--- config.mk ---
export PLATFORM = sky130hd
export DESIGN_NAME = draw_sequencer
export DESIGN_NICKNAME = d
export VERILOG_FILES = /design/src/rtl/draw_sequencer.sv
export SDC_FILE = /design/constraint.sdc
export NUM_CORES = 1
export LEC_CHECK = 0
export ABC_CLOCK_PERIOD_IN_PS = 5400
export CORE_AREA = 10 10 103 128
export CTS_CLUSTER_SIZE = 20
export DETAILED_ROUTE_END_ITERATION = 6
export DIE_AREA = 0 0 113 138
export GPL_TIMING_DRIVEN = 0
export HOLD_SLACK_MARGIN = 0.08
export SLEW_MARGIN = 20
export SYNTH_ARGS = -nofsm -noshare
export SYNTH_HDL_FRONTEND = slang
export SYNTH_SLANG_ARGS = --single-unit
--- constraint.sdc ---
create_clock -name clk -period 5.4 [get_ports clk]
set_input_delay 0.54 -clock clk [delete_from_list [all_inputs] [get_ports clk]]
set_output_delay 0.54 -clock clk [all_outputs]
set_load 0.01 [all_outputs]
--- src/rtl/draw_sequencer.sv ---
// Raster pixel-draw sequencer: walks a full screen or a sprite, issues linear ROM
// addresses, aligns the one-cycle ROM latency and drives clipped VGA plot requests.
module draw_sequencer #(
    parameter int SCREEN_W = 160,
    parameter int SCREEN_H = 120,
    parameter int SPRITE_W = 40,
    parameter int SPRITE_H = 40
) (
    input  logic        clk,
    input  logic        resetn,
    input  logic        start,
    input  logic        fullScreen,
    input  logic [7:0]  xOrigin,
    input  logic [6:0]  yOrigin,
    input  logic [6:0]  memSelIn,
    input  logic        blackIn,
    input  logic [2:0]  romData,
    output logic [14:0] romAddr,
    output logic [6:0]  memorySel,
    output logic [7:0]  x,
    output logic [6:0]  y,
    output logic [2:0]  color,
    output logic        plot,
    output logic        busy,
    output logic        done
);

    localparam logic [1:0] IDLE  = 2'd0;
    localparam logic [1:0] DRAW  = 2'd1;
    localparam logic [1:0] FLUSH = 2'd2;
    localparam logic [1:0] DONE  = 2'd3;

    localparam logic [7:0]  SCR_LAST_COL  = 8'(SCREEN_W - 1);
    localparam logic [7:0]  SPR_LAST_COL  = 8'(SPRITE_W - 1);
    localparam logic [14:0] SCR_LAST_ADDR = 15'(SCREEN_W * SCREEN_H - 1);
    localparam logic [14:0] SPR_LAST_ADDR = 15'(SPRITE_W * SPRITE_H - 1);
    localparam logic [8:0]  SCR_W_LIMIT   = 9'(SCREEN_W);
    localparam logic [7:0]  SCR_H_LIMIT   = 8'(SCREEN_H);

    logic [1:0]  state_r;
    logic [1:0]  nextState_s;
    logic [7:0]  col_r;
    logic [6:0]  row_r;
    logic [14:0] romAddr_r;
    logic        full_r;
    logic [7:0]  xOrg_r;
    logic [6:0]  yOrg_r;
    logic [6:0]  memSel_r;
    logic        black_r;
    logic [8:0]  sx_r;
    logic [7:0]  sy_r;
    logic        valid_r;
    logic [7:0]  lastCol_s;
    logic [14:0] lastAddr_s;
    logic        colWrap_s;
    logic        lastPix_s;
    logic        onScreen_s;

    // Geometry of the latched image kind: where a row ends and where the image ends.
    always_comb begin
        lastCol_s  = 8'd0;
        lastAddr_s = 15'd0;
        if (full_r) begin
            lastCol_s  = SCR_LAST_COL;
            lastAddr_s = SCR_LAST_ADDR;
        end else begin
            lastCol_s  = SPR_LAST_COL;
            lastAddr_s = SPR_LAST_ADDR;
        end
        colWrap_s = (col_r == lastCol_s);
        lastPix_s = (romAddr_r == lastAddr_s);
    end

    // Next-state decode; start is only honoured while idle, so requests never queue.
    always_comb begin
        nextState_s = state_r;
        case (state_r)
            IDLE: begin
                if (start) begin
                    nextState_s = DRAW;
                end else begin
                    nextState_s = IDLE;
                end
            end
            DRAW: begin
                if (lastPix_s) begin
                    nextState_s = FLUSH;
                end else begin
                    nextState_s = DRAW;
                end
            end
            FLUSH:   nextState_s = DONE;
            DONE:    nextState_s = IDLE;
            default: nextState_s = IDLE;
        endcase
    end

    // State register.
    always_ff @(posedge clk) begin
        if (!resetn) begin
            state_r <= IDLE;
        end else begin
            state_r <= nextState_s;
        end
    end

    // Request parameters, captured once per accepted start and held until the next one.
    always_ff @(posedge clk) begin
        if (!resetn) begin
            full_r   <= 1'b0;
            xOrg_r   <= 8'd0;
            yOrg_r   <= 7'd0;
            memSel_r <= 7'd0;
            black_r  <= 1'b0;
        end else if ((state_r == IDLE) && start) begin
            full_r   <= fullScreen;
            xOrg_r   <= fullScreen ? 8'd0 : xOrigin;
            yOrg_r   <= fullScreen ? 7'd0 : yOrigin;
            memSel_r <= memSelIn;
            black_r  <= blackIn;
        end
    end

    // Raster walk: column/row counters and the linear ROM address advance together.
    always_ff @(posedge clk) begin
        if (!resetn) begin
            col_r     <= 8'd0;
            row_r     <= 7'd0;
            romAddr_r <= 15'd0;
        end else begin
            case (state_r)
                IDLE: begin
                    if (start) begin
                        col_r     <= 8'd0;
                        row_r     <= 7'd0;
                        romAddr_r <= 15'd0;
                    end
                end
                DRAW: begin
                    // The final address is held rather than stepped, so it never wraps.
                    if (!lastPix_s) begin
                        romAddr_r <= romAddr_r + 15'd1;
                        if (colWrap_s) begin
                            col_r <= 8'd0;
                            row_r <= row_r + 7'd1;
                        end else begin
                            col_r <= col_r + 8'd1;
                        end
                    end
                end
                default: begin
                    col_r <= col_r;
                end
            endcase
        end
    end

    // Stage-1 screen coordinates, aligned with the ROM word that arrives next cycle.
    always_ff @(posedge clk) begin
        if (!resetn) begin
            sx_r    <= 9'd0;
            sy_r    <= 8'd0;
            valid_r <= 1'b0;
        end else if (state_r == DRAW) begin
            sx_r    <= {1'b0, xOrg_r} + {1'b0, col_r};
            sy_r    <= {1'b0, yOrg_r} + {1'b0, row_r};
            valid_r <= 1'b1;
        end else begin
            valid_r <= 1'b0;
        end
    end

    // VGA side: clip off-screen pixels and substitute black when requested.
    always_comb begin
        onScreen_s = (sx_r < SCR_W_LIMIT) && (sy_r < SCR_H_LIMIT);
        plot       = valid_r && onScreen_s;
        if (valid_r && !black_r) begin
            color = romData;
        end else begin
            color = 3'b000;
        end
    end

    assign x         = sx_r[7:0];
    assign y         = sy_r[6:0];
    assign romAddr   = romAddr_r;
    assign memorySel = memSel_r;
    assign busy      = (state_r != IDLE);
    assign done      = (state_r == DONE);

endmodule
# Yosys cells after proc, flatten, opt, wreduce, memory -nomap -nowiden
# Cells that the tools add are included.
totals:
  wordCells: 57
  register_bits: 74
  input_bits: 30
  out_inout_bits: 43
op_classes:
  reduce_logical: 10
  order_cmp: 2
  n_mux: 20
  addsub: 5
  eq_ne: 8
op_table:
  columns: ["cell", "n"]
  rows:
  - ["15-bit 2-to-1 mux", 3]
  - ["8-bit 2-to-1 mux", 5]
  - ["15-bit case mux with 2 select lines", 1]
  - ["7-bit 2-to-1 mux", 4]
  - ["8-bit case mux with 2 select lines", 1]
  - ["15-bit by 1-bit adder with 15-bit output, second input constant", 1]
  - ["15-bit equality test", 1]
  - ["7-bit case mux with 2 select lines", 1]
  - ["8-bit by 8-bit adder with 9-bit output", 1]
  - ["9-bit by 8-bit < comparator with 1-bit output, second input constant", 1]
  - ["7-bit by 7-bit adder with 8-bit output", 1]
  - ["8-bit by 1-bit adder with 8-bit output, second input constant", 1]
  - ["8-bit equality test", 1]
  - ["8-bit by 7-bit < comparator with 1-bit output, second input constant", 1]
  - ["2-bit case mux with 4 select lines", 1]
  - ["7-bit by 1-bit adder with 7-bit output, second input constant", 1]
  - ["2-bit != test, second input constant", 3]
  - ["2-bit equality test, second input constant", 2]
  - ["1-bit logical AND", 4]
  - ["4-bit AND reduction", 1]
  - ["2-bit nonzero test", 2]
  - ["3-bit 2-to-1 mux", 1]
  - ["3-bit AND reduction", 1]
  - ["2-bit by 1-bit equality test with 1-bit output, second input constant", 1]
  - ["4 further kinds", 5]

# Depth between registers and ports, before layout
depth:
  depth_word: 5
  ltp_mapped: 8

# Least setup slack after synthesis
# OpenSTA, ideal clock, no wires.
synth_timing:
  path_type: "input port to flip-flop"
  start: "input start"
  end: "register romAddr_r[5], in the netlist romAddr[5]"
  n_path_buf: 2
  setup_time_ps: 59
  cell_stages: 7
  slack_ps: 3444
  arrival_time_ps: 1897
  cell_sequence: "or3b_1 > clkbuf_1 > nand4b_1 > o22ai_1 > buf_2 > or4_1 > nand2_1"
synth_between:
  elab_chain_len: 2
synth_lines:
  columns: ["item", "line_no", "source"]
  rows:
  - ["start, declared", "11", "input logic start,"]
  - ["2-bit != test (no source line)", null, null]
  - ["3-bit AND reduction (no source line)", null, null]
  - ["end signal, assigned", "142", "romAddr_r <= romAddr_r + 15'd1;"]
  - ["end, declared", "44", "logic [14:0] romAddr_r;"]
# No other way between the ends.
# A chain may end at the register's enable or synchronous reset.

# Final worst setup path
layout_timing:
  start: "register romAddr_r[0], in the netlist romAddr[0]"
  end: "register romAddr_r[11], in the netlist romAddr[11]"
layout_between:
  elab_chain_len: 3
  elab_cells_between_ends: 6
  cone_classes: "1 x add/sub; 2 x eq/ne; 2 x mux; 1 x reduce/logical"
layout_lines:
  columns: ["item", "line_no"]
  rows:
  - ["15-bit by 1-bit adder with 15-bit output / 15-bit equality test (equally long branches)", "142, 71"]
  - ["15-bit 2-to-1 mux / 2-bit != test (equally long branches)", null]
  - ["15-bit case mux with 2 select lines / 3-bit AND reduction (equally long branches)", null]
# Several ways; a longest one is shown, not always the timed one. The select of a mux whose other input is x is not followed.

==> run summary <==
The clock passes through at most 2 buffers. The die covers 15590 sq um. In the layout the commonest cells are 74 x sky130_fd_sc_hd__dfxtp_1, 72 x sky130_fd_sc_hd__clkdlybuf4s50_1, 63 x sky130_fd_sc_hd__nand2_1, 31 x sky130_fd_sc_hd__a21oi_1, 25 x sky130_fd_sc_hd__nand3_1. After detailed routing, the number of remaining DRC violations is 0. The part of the cycle the worst path needs came out at 0.4470.

Setup violations remaining at the end of the flow were counted as 0. Summed over all failing endpoints, the final setup total negative slack is 0 ps. The tools report the final number of hold-violating endpoints as 0. The logs give 3563 for the number of global-route vias before repair and 0.1424 for the overall global routing resource usage. Port buffering added 72 buffers. Synthesis instantiated 55 different standard cells from the library. Based on the critical path, the design can be clocked at up to 0.4143 GHz.

Clock latency on the worst-skew pair, taken at its later pin, is 340 ps. The max-slew violation total from the final report is 0, and the count of maximum capacitance violations is 0. In the synthesized netlist the dominant register cell turns out to be sky130_fd_sc_hd__dfxtp_1. STA classifies the critical path endpoint as a register. Relative contribution of sequential cells to total power: 0.455. The analysis attributes to cell leakage a power of 1.918 nW. The final clock skew was 4.705 ps.

For the headroom to the max-slew limit, the log shows 0.3745. The run gives 8545 microns as the half-perimeter wire length after detailed placement. The antenna diode instance count came out at 0.

Leaving out fill and tap cells, the most frequent cell in the layout is sky130_fd_sc_hd__dfxtp_1. The average instance in the mapped netlist occupies 8.638 sq um. The path class of the tightest hold or removal check is register to register.

Synthesis produced a netlist whose cell count is 448. The logs give 0 for the number of antenna violations at the first check in global routing and 1.254 mW for the total power of the final layout. The logs give 1063 for the number of inserted filler cells in the final layout and 0 for the yosys synthesis warning count. At the worst endpoint, the required time is 5630 ps.

The flip-flop and latch count after synthesis works out to 74. The net switching fraction of the power was 0.2392. The fraction of layout cells with a size suffix above 1 is 0.08068. The run finished with clean final reports. Counting stages on the worst path, the most repeated cell is sky130_fd_sc_hd__buf_2. The tools report the core occupancy in the finished layout as 0.4642. The number of stages on the worst setup path was 8; the top-level I/O count was 73.

The critical path contains buffers and inverters numbering 2 combined. The tree built by TritonCTS fans out to 74 sinks. Across the VDD grid, the largest voltage drop is 0.0001790 V.

The tree is rooted in a sky130_fd_sc_hd__clkbuf_16. The starting density of the core was 0.3579; the share of synthesized flip-flops with an asynchronous set or reset was 0. The logs give 0.3828 for the share of the yosys chip area belonging to registers and 43 for the number of rows in the core area. The first global-routing pass estimated 18320 microns of wire.

The critical path ends at romAddr[11]$_SDFFE_PN0P_. Traced cell by cell, the critical path runs through ha_1 -> nand4_1 -> nand4b_1 -> o22ai_1 -> buf_2 -> buf_2 -> nor2_1 -> o22a_1. Once layout is done, the placed cells without fillers occupy 5020 sq um. The tools report the detailed router's first-iteration violation count as 134. The run gives 0.2397 as the global routing usage on met2.

Internal power comes to 0.9539 mW. The floorplan step set the die height to 138 microns. The finished layout holds 668 standard cells, fillers aside. The area of the placeable core came out at 10810 sq um. Cell type of the slowest stage on the worst timing path: sky130_fd_sc_hd__dfxtp_1.

In this run the power spent charging and discharging nets is 0.3000 mW. The synthesized design contains 0 enable-type register cells. The critical path in this run is classified as register to register. The most congested layer reported by global routing was met2. The met3 usage in global routing is 0.03810. Setup repair after global routing left no endpoint under its margin. The first TritonRoute pass finished after 5 iterations. The reg-to-reg endpoint was romAddr[11]$_SDFFE_PN0P_. Wires add up to 11170 microns. Summing every instance area after synthesis gives 3870 sq um.

The width of the chip was 113 microns. The number of hold buffers added after CTS was 0. In the final design database the tool counted 581 nets. For the CTS buffer count, the log shows 9. Entering global routing, the biggest net connects 11 pins. The total setup buffers inserted after CTS is 0, and the total nets after synthesis is 498.

The worst reg-to-reg path cell count is 8, and the clock period minus final worst setup slack is 2414 ps. For the weighted congestion reported at the end of routability-driven placement, the log shows 0.8313. The tools report the category of the worst setup path launch point as a register. The worst setup slack for register-to-register paths is 2990 ps, and the number of vias in the routed layout is 3632. TritonCTS built the clock tree. The instance count after placement with tap cells included was 655; the average wire per standard cell was 16.72 microns.

The post-cts gate resize count came out at 0. For the pin with the worst max-slew slack, the measured transition is 914.6 ps. The met1 usage in global routing came out at 0.1647. The combinational power share was 0.113; the register clock-pin slew on the reported worst setup and hold paths was 50 ps. In this run the critical register-to-register path is launched from romAddr[0]$_SDFFE_PN0P_. The power density relative to cell area was 249.8 nW/um^2; the leftover overflow at the end of global routing was 0. The longest individual stage delay on the worst path came out at 410 ps. The clock tree synthesis step divided the H-tree into 3 levels. The tools report the part of the total power dissipated in the clock network as 0.432. The kind of cell with the highest combined delay along the critical path is simple AND/OR/NAND/NOR gates. The routed via count divided by cell count works out to 5.437. From synthesis to final layout, the design area changed by 29.71%. The critical path data arrival time was 2640 ps; the biggest fanout along the worst timing path was 10. Tracing the worst setup path back leads to its startpoint at romAddr[0]$_SDFFE_PN0P_.

In this run the remaining antenna-violating nets after routing total 0. For the placed cell area, the log shows 4760 sq um.
==> flip-flops by register name, summed over array words and instances (netlist names), named ones only <==
register,count
romAddr,15
sx_r,9
col_r,8
sy_r,8
xOrg_r,8
memorySel,7
row_r,7
yOrg_r,7
black_r,1
full_r,1
state_r,1
valid_r,1
==> cell type report <==
cell class                 instances  area [sq um]  share of cell area
clock buffer                      13         260.3             0.05184
buffer                            39         246.5             0.04910
timing repair buffer              72         720.7              0.1436
tap                              135         168.9             0.03365
multi-input combinational        324          2101              0.4185
sequential                        74          1481              0.2951
inverter                          11         41.29            0.008225
==> metrics by stage <==
step / hold WS [ps] / worst slack, ps
floorplan: 432.2 / 3444
global placement: 443.6 / 2714
detailed placement: 446.6 / 2716
CTS: 453.7 / 2990
global route: 467.6 / 2822
finish: 453.9 / 2986
==> worst min-delay path by stage <==
stage	start	slack [ps]	cells past startpoint	endpoint
after floorplan	sx_r[3]$_SDFFE_PN0P_	430	2	sx_r[3]$_SDFFE_PN0P_
after global placement	memorySel[0]$_SDFFE_PN0P_	440	2	memorySel[0]$_SDFFE_PN0P_
after detailed placement	memorySel[1]$_SDFFE_PN0P_	450	2	memorySel[1]$_SDFFE_PN0P_
after CTS	memorySel[1]$_SDFFE_PN0P_	450	2	memorySel[1]$_SDFFE_PN0P_
after global routing	memorySel[1]$_SDFFE_PN0P_	470	2	memorySel[1]$_SDFFE_PN0P_
final	memorySel[1]$_SDFFE_PN0P_	450	2	memorySel[1]$_SDFFE_PN0P_
==> power groups by stage <==
stage               registers, mW  logic (mW)  clock network, mW
floorplan                   0.581      0.0739                  0
global placement            0.582       0.141                  0
detailed placement          0.582       0.143                  0
CTS                         0.570       0.143              0.553
global route                0.572       0.154              0.575
finish                      0.570       0.142              0.542
==> kinds of logic after synthesis <==
family	Yosys count	synth area share
DFF	74	0.3828
adders and majority gates	20	0.06854
and+or+nand+nor	173	0.2338
muxes	1	0.002587
AOI/OAI and AO/OA	124	0.2244
xor gates and xnor gates	6	0.01358
buffers and inverters	50	0.07436
==> worst reg2reg max path: cells and delay by family (launching register included) <==
kind / cells / cell delay, ps
adders and majority gates: 1 / 230
and+or+nand+nor: 3 / 620
buffers and inverters: 2 / 560
DFF: 1 / 410
AOI/OAI and AO/OA: 2 / 490
==> per-layer routing <==
| metal | wire [microns] | vias up |
|---|---|---|
| li1 | - | 1809 |
| met2 | 5536 | 90 |
| met1 | 4831 | 1713 |
| met3 | 568 | 20 |
| met4 | 232 | 0 |
| met5 | 0 | - |
==> Yosys cell counts (5+ instances only) <==
cell type,count,area [sq um]
sky130_fd_sc_hd__clkbuf_1,14,52.55
sky130_fd_sc_hd__inv_1,11,41.29
sky130_fd_sc_hd__nor2b_1,5,31.28
sky130_fd_sc_hd__buf_2,5,25.02
sky130_fd_sc_hd__nand2_1,63,236.5
sky130_fd_sc_hd__a22o_1,16,140.1
sky130_fd_sc_hd__a211oi_1,5,37.54
sky130_fd_sc_hd__nand3_1,25,125.1
sky130_fd_sc_hd__nand4_1,8,50.05
sky130_fd_sc_hd__o21ai_0,15,75.07
sky130_fd_sc_hd__o21a_1,5,37.54
sky130_fd_sc_hd__dfxtp_1,74,1481
sky130_fd_sc_hd__o31ai_1,6,45.04
sky130_fd_sc_hd__a21o_1,5,37.54
sky130_fd_sc_hd__a21oi_1,31,155.2
sky130_fd_sc_hd__nor2_1,17,63.81
sky130_fd_sc_hd__buf_4,15,112.6
sky130_fd_sc_hd__and2_1,7,43.79
sky130_fd_sc_hd__or4_1,12,90.09
sky130_fd_sc_hd__o211ai_1,17,127.6
sky130_fd_sc_hd__ha_1,18,225.2
(Power assumes the default switching activity.)
